## src/rtl/decode_rr_arbiter_pkg.sv

```systemverilog
// Shared types and constants for the round-robin arbiter with active-low
// decoded select.
package decode_rr_arbiter_pkg;

  localparam int NREQ  = 8;
  localparam int IDX_W = 3;

  typedef enum logic [1:0] {
    IDLE  = 2'd0,
    GRANT = 2'd1,
    GAP   = 2'd2
  } state_e;

  // First set request at or above ptr, wrapping 7->0; ptr itself when none set.
  function automatic logic [IDX_W-1:0] rr_pick(input logic [NREQ-1:0] req,
                                               input logic [IDX_W-1:0] ptr);
    logic [IDX_W-1:0] cand;
    logic             found;
    rr_pick = ptr;
    found   = 1'b0;
    for (int i = 0; i < NREQ; i++) begin
      cand = ptr + IDX_W'(i);
      if (!found && req[cand]) begin
        rr_pick = cand;
        found   = 1'b1;
      end
    end
  endfunction

endpackage

```

## src/rtl/decode_rr_arbiter_if.sv

```systemverilog
// Request/grant bundle between requesters and the arbiter.
interface decode_rr_arbiter_if
  import decode_rr_arbiter_pkg::*;
  ();

  logic             en;
  logic [NREQ-1:0]  req;
  logic [NREQ-1:0]  Y_n;
  logic [IDX_W-1:0] gnt_idx;
  logic             gnt_valid;
  logic             expired;

  modport master (
    output en, req,
    input  Y_n, gnt_idx, gnt_valid, expired
  );

  modport slave (
    input  en, req,
    output Y_n, gnt_idx, gnt_valid, expired
  );

endinterface

```

## src/rtl/decode_rr_arbiter_onehot_dec_n.sv

```systemverilog
// 3-to-8 active-low decoder with active-high enable.
module onehot_dec_n
  import decode_rr_arbiter_pkg::*;
  (
    input  logic             g,
    input  logic [IDX_W-1:0] sel,
    output logic [NREQ-1:0]  y_n
  );

  always_comb begin
    y_n = '1;
    if (g) begin
      y_n[sel] = 1'b0;
    end
  end

endmodule

```

## src/rtl/decode_rr_arbiter.sv

```systemverilog
// Round-robin arbiter over 8 requesters with hold timeout and a one-cycle
// break-before-make gap between grants; all outputs are registered.
module decode_rr_arbiter
  import decode_rr_arbiter_pkg::*;
  #(
    parameter int HOLD_MAX = 16
  )
  (
    input  logic         clk,
    input  logic         rst_n,
    decode_rr_arbiter_if.slave bus
  );

  localparam int               CNT_W     = $clog2(HOLD_MAX);
  localparam logic [CNT_W-1:0] HOLD_LAST = CNT_W'(HOLD_MAX - 1);

  state_e           state_q, state_d;
  logic [IDX_W-1:0] gnt_idx_q, gnt_idx_d;
  logic [IDX_W-1:0] ptr_q, ptr_d;
  logic [CNT_W-1:0] hold_cnt_q, hold_cnt_d;
  logic             expired_q, expired_d;
  logic             gnt_valid_q, gnt_valid_d;
  logic [NREQ-1:0]  y_n_q, y_n_d;

  always_comb begin
    state_d    = state_q;
    gnt_idx_d  = gnt_idx_q;
    ptr_d      = ptr_q;
    hold_cnt_d = hold_cnt_q;
    expired_d  = 1'b0;
    unique case (state_q)
      IDLE, GAP: begin
        if (bus.en && (|bus.req)) begin
          state_d    = GRANT;
          gnt_idx_d  = rr_pick(bus.req, ptr_q);
          hold_cnt_d = '0;
        end else begin
          state_d = IDLE;
        end
      end
      GRANT: begin
        // A request raised during the release cycle waits for the GAP decision.
        if (!bus.en || !bus.req[gnt_idx_q]) begin
          state_d = GAP;
          ptr_d   = gnt_idx_q + 1'b1;
        end else if (hold_cnt_q == HOLD_LAST) begin
          state_d   = GAP;
          ptr_d     = gnt_idx_q + 1'b1;
          expired_d = 1'b1;
        end else begin
          hold_cnt_d = hold_cnt_q + 1'b1;
        end
      end
      default: state_d = IDLE;
    endcase
    gnt_valid_d = (state_d == GRANT);
  end

  // Decode the next owner so Y_n can be captured in a flop alongside gnt_idx.
  onehot_dec_n u_dec (
    .g   (gnt_valid_d),
    .sel (gnt_idx_d),
    .y_n (y_n_d)
  );

  always_ff @(posedge clk or negedge rst_n) begin
    if (!rst_n) begin
      state_q     <= IDLE;
      gnt_idx_q   <= '0;
      ptr_q       <= '0;
      hold_cnt_q  <= '0;
      expired_q   <= 1'b0;
      gnt_valid_q <= 1'b0;
      y_n_q       <= '1;
    end else begin
      state_q     <= state_d;
      gnt_idx_q   <= gnt_idx_d;
      ptr_q       <= ptr_d;
      hold_cnt_q  <= hold_cnt_d;
      expired_q   <= expired_d;
      gnt_valid_q <= gnt_valid_d;
      y_n_q       <= y_n_d;
    end
  end

  assign bus.Y_n       = y_n_q;
  assign bus.gnt_idx   = gnt_idx_q;
  assign bus.gnt_valid = gnt_valid_q;
  assign bus.expired   = expired_q;

endmodule
```

## src/flat_wrapper.sv

```systemverilog
// flat-port wrapper written by rule: the top's interface ports become plain ports
module decode_rr_arbiter_flat import decode_rr_arbiter_pkg::*;
#(
    parameter int HOLD_MAX = 16
  )
  (clk, rst_n, bus_en, bus_req, bus_Y_n, bus_gnt_idx, bus_gnt_valid, bus_expired);
  decode_rr_arbiter_if bus_i ();
  input  logic clk;
  input  logic rst_n;
  input wire logic [$bits(bus_i.en)-1:0] bus_en;
  input wire logic [$bits(bus_i.req)-1:0] bus_req;
  output wire logic [$bits(bus_i.Y_n)-1:0] bus_Y_n;
  output wire logic [$bits(bus_i.gnt_idx)-1:0] bus_gnt_idx;
  output wire logic [$bits(bus_i.gnt_valid)-1:0] bus_gnt_valid;
  output wire logic [$bits(bus_i.expired)-1:0] bus_expired;
  assign bus_i.en = bus_en;
  assign bus_i.req = bus_req;
  assign bus_Y_n = bus_i.Y_n;
  assign bus_gnt_idx = bus_i.gnt_idx;
  assign bus_gnt_valid = bus_i.gnt_valid;
  assign bus_expired = bus_i.expired;
  decode_rr_arbiter #(.HOLD_MAX(HOLD_MAX)) u_core (.clk(clk), .rst_n(rst_n), .bus(bus_i));
endmodule
```

## config.mk

```make
export PLATFORM = sky130hd
export DESIGN_NAME = decode_rr_arbiter_flat
export DESIGN_NICKNAME = d
export VERILOG_FILES = /design/src/rtl/decode_rr_arbiter_pkg.sv /design/src/rtl/decode_rr_arbiter_if.sv /design/src/rtl/decode_rr_arbiter_onehot_dec_n.sv /design/src/rtl/decode_rr_arbiter.sv /design/src/flat_wrapper.sv
export SDC_FILE = /design/constraint.sdc
export NUM_CORES = 1
export LEC_CHECK = 0
export BUFFER_PORTS_ARGS = -buffer_cell sky130_fd_sc_hd__buf_2
export CAP_MARGIN = 0
export CELL_PAD_IN_SITES_DETAIL_PLACEMENT = 1
export CELL_PAD_IN_SITES_GLOBAL_PLACEMENT = 2
export CORE_ASPECT_RATIO = 1.2
export CORE_MARGIN = 2
export CORE_UTILIZATION = 34
export DETAILED_ROUTE_END_ITERATION = 6
export MAX_ROUTING_LAYER = met4
export PLACE_DENSITY_LB_ADDON = 0.1
export SYNTH_ARGS = -nofsm -noshare
export SYNTH_HDL_FRONTEND = slang
export SYNTH_SLANG_ARGS = --single-unit
```

## constraint.sdc

```tcl
create_clock -name clk -period 3 [get_ports clk]
set_input_delay 0.3 -clock clk [delete_from_list [all_inputs] [get_ports clk]]
set_output_delay 0.3 -clock clk [all_outputs]
set_load 0.02 [all_outputs]
```

==> impl_metrics.yaml <==
run_status:
  status: "complete, but fails checks"
  violations: "hold timing"
setup_path:
  startpoint: "u_core.ptr_q[0]"
  crit_type: "flop to flop"
  reg2regPathDepth: 11
  r2r-start: "u_core.ptr_q[0]"
  required_ns: 3.20
  reg2reg_to: "u_core.bus.Y_n[0]"
  reg2reg_slack_ns: 0.10
  setup.worst_path.end_class: "flop"
  critPathLaunchType: "flop"
  crit_fanout: 15
  crit_arrival_ns: 3.09
drt:
  routed_wl_um: 5602
  viasPerCell: 5.873
  routedWlPerCell_um: 19.73
  first_pass_iters: 4
  drtIter0Drc: 41
  drc: 0
  via_count: 1668
  ant_nets: 0
final_layout:
  area_growth_pct: 21.54
  final_cell_mix: "23 x buf_2, 17 x nand2_1, 17 x buf_4"
  layout_commonest_cell: "buf_2"
  fill_cells: 607
  fin_util_pct: 43.02
  drive_gt1_share_pct: 38.74
  num-nets-final: 238
  antenna-diode-count: 0
synthesis:
  synth-edff-count: 0
  syn-instance-count: 183
  syn_area_per_cell_um2: 10.32
  synth.distinct_cells: 53
  synth_ff_type: "dfrtp_1"
  synth-warning-count: 0
  ys_ff_latch: 22
  synth_seq_area_share_pct: 29.69
  syn_area_mm2: 0.001888
  syn_nets: 198
  async_reset_ff_share_pct: 100.0
sta:
  hold_slack_ns: -0.01562
  setup_viol: 0
  tightest_slew_ns: 0.4902
  relSlewSlack_pct: 67.32
  maxSlewViolCount: 0
  worst_slack_ns: 0.1012
  rsz0062_at_grt: "true"
  max_freq_mhz: 345.0
  min_period_ns: 2.899
  hold_viol_final: 14
  fin_skew_ns: 0.01074
  period_share_pct: 96.63
grt:
  grt_pass1_wl_um: 9170
  antenna_found_initial: 0
  grt_remaining_overflow: 0
  grt_pass1_vias: 1779
  grtUsageTotal_pct: 19.53
  grt_max_degree: 23
cts:
  holdBufCountCts: 0
  clkTransAtPathRegs_ns: 0.08
  root_buffer: "clkbuf_8"
  cts_max_path_buffers: 2
  clock_latency_ns: 0.26
  cts_tree: "done"
  h-tree-depth: 1
  clock-sinks: 22
  cts_buffers: 3
min_path:
  hold_path.class: "primary input to async pin"
flow_run:
  drv_cap: 0
power:
  switching_share_pct: 46.85
  p_int_uw: 1647
  p_sw_uw: 1452
  p_clk_share_pct: 5.9
  seq_power_share_pct: 17.0
  p_leak_uw: 0.0009184
  power_density_mw_per_mm2: 1350
  combPwrFrac_pct: 77.1
  ir_drop_v: 0.0004587
placed_design:
  dp_hpwl_um: 4349
  place.gp.congestion: 0.9305
  pre_cts_slack_ns: 0.06613
  io_buffers: 23
floorplanning:
  rows: 29
  die_area_mm2: 0.006168
  die_w_um: 72.03
  start_util_pct: 35.40
  coreArea_mm2: 0.005334
  ioPinCount: 24
  die_h_um: 85.63
[routing by layer]
metal  up-vias  track usage, %  share of wire [%]  wire [µm]
met3         6          0.7051                2.4        132
met1       858           23.38                 42       2345
li1        765               -                  -          -
met2        39           35.77                 54       3025
met4         0           4.974                1.8         99
met5         -               -                  0          0
[synthesized netlist by cell type, types with 2 or more instances]
library cell,number,area share (%)
mux2i_1,17,9.0
nand2_1,17,3.4
dfrtp_1,14,19
nor2_1,13,2.6
mux4_2,11,13
nand3_1,10,2.7
dfstp_2,8,11
nand3b_1,6,2.4
o21ai_0,6,1.6
inv_1,5,0.99
nor2b_1,5,1.7
a21oi_1,4,1.1
ha_1,4,2.7
xor2_1,4,1.9
a31oi_1,3,0.99
buf_6,3,1.8
clkbuf_1,3,0.60
mux2i_4,3,3.6
nand2b_1,3,0.99
nand4_1,3,0.99
o22ai_1,3,0.99
and2_1,2,0.66
buf_2,2,0.53
nor4_1,2,0.66
o21a_1,2,0.79
or2_2,2,0.66
or3b_1,2,0.93
[cells by family (layout without fill, tap and decap cells)]
kind of cell	Yosys count	in the layout	share of synthesized area (%)
AO/OA/AOI/OAI	34	34	13.45
XOR/XNOR	6	6	3.181
adder cells (fa/ha/maj)	4	4	2.651
buffers and inverters	14	53	4.108
flip-flops	22	22	29.69
multiplexers	34	34	27.70
AND/OR/NAND/NOR	69	69	19.22
[critical path: stages, from the launching register on]
cell and delay, ns:
dfrtp_1 0.43, buf_12 0.19, mux4_2 0.59, mux2i_4 0.26
o211ai_2 0.14, buf_4 0.17, or3_1 0.31, o221ai_1 0.09
nand2_1 0.09, a21oi_2 0.28, buf_4 0.18, nand3b_1 0.10
[sequential cells by signal, summed over array words and instances, names as in the netlist]
| register | count |
|---|---|
| u_core.state_q | 2 |
| u_core.hold_cnt_q | 4 |
| u_core.bus.gnt_idx | 3 |
| u_core.bus.expired | 1 |
| u_core.ptr_q | 3 |
| u_core.bus.Y_n | 8 |
| u_core.bus.gnt_valid | 1 |
[worst max-delay path by stage]
stage | end | slack [ns] | cells after the start
6_report | u_core.bus.Y_n[0] | 0.10 | 11
5_1_grt | u_core.bus.Y_n[0] | -0.06 | 11
4_1_cts | u_core.bus.Y_n[4] | 0.02 | 10
3_5_place_dp | u_core.bus.Y_n[4] | 0.07 | 10
3_3_place_gp | u_core.bus.Y_n[5] | 0.12 | 10
2_1_floorplan | u_core.bus.Y_n[4] | 0.01 | 12
[power groups by stage]
stage	registers, µW	logic (µW)	clock network (µW)
2_1_floorplan	571	1500	0
3_3_place_gp	529	2150	0
3_5_place_dp	539	2220	0
4_1_cts	535	2220	185
5_1_grt	548	2600	195
6_report	528	2390	183
[per-stage QoR]
step	hold slack (ns)	power (µW)	std cells	cell area [µm²]	setup TNS (ns)
final	-0.01562	3099	284	2295	0
after global routing	0.01725	3341	284	2295	-0.1673
after CTS	0.007576	2944	280	2216	0
after detailed placement	0.2930	2757	276	2171	0
after global placement	0.2826	2682	276	2171	0
after floorplan	0.004409	2067	183	1889	0
[layout make-up]
class	count	area [µm²]	area share, %
clock buffer	3	41.29	1.799
clock inverter	1	3.754	0.1636
inverter	6	22.52	0.9815
multi-input combinational	147	1295	56.43
sequential	22	560.5	24.43
tap	62	77.57	3.381
timing repair buffer	43	294.0	12.81
[timing repair]
item / 4_1_cts / 5_1_grt
resized for setup: 0 / 8
buffers inserted: 0 / 4
setup endpoints to repair: 0 / 9
No activity file was read; power rests on OpenSTA's default activity.
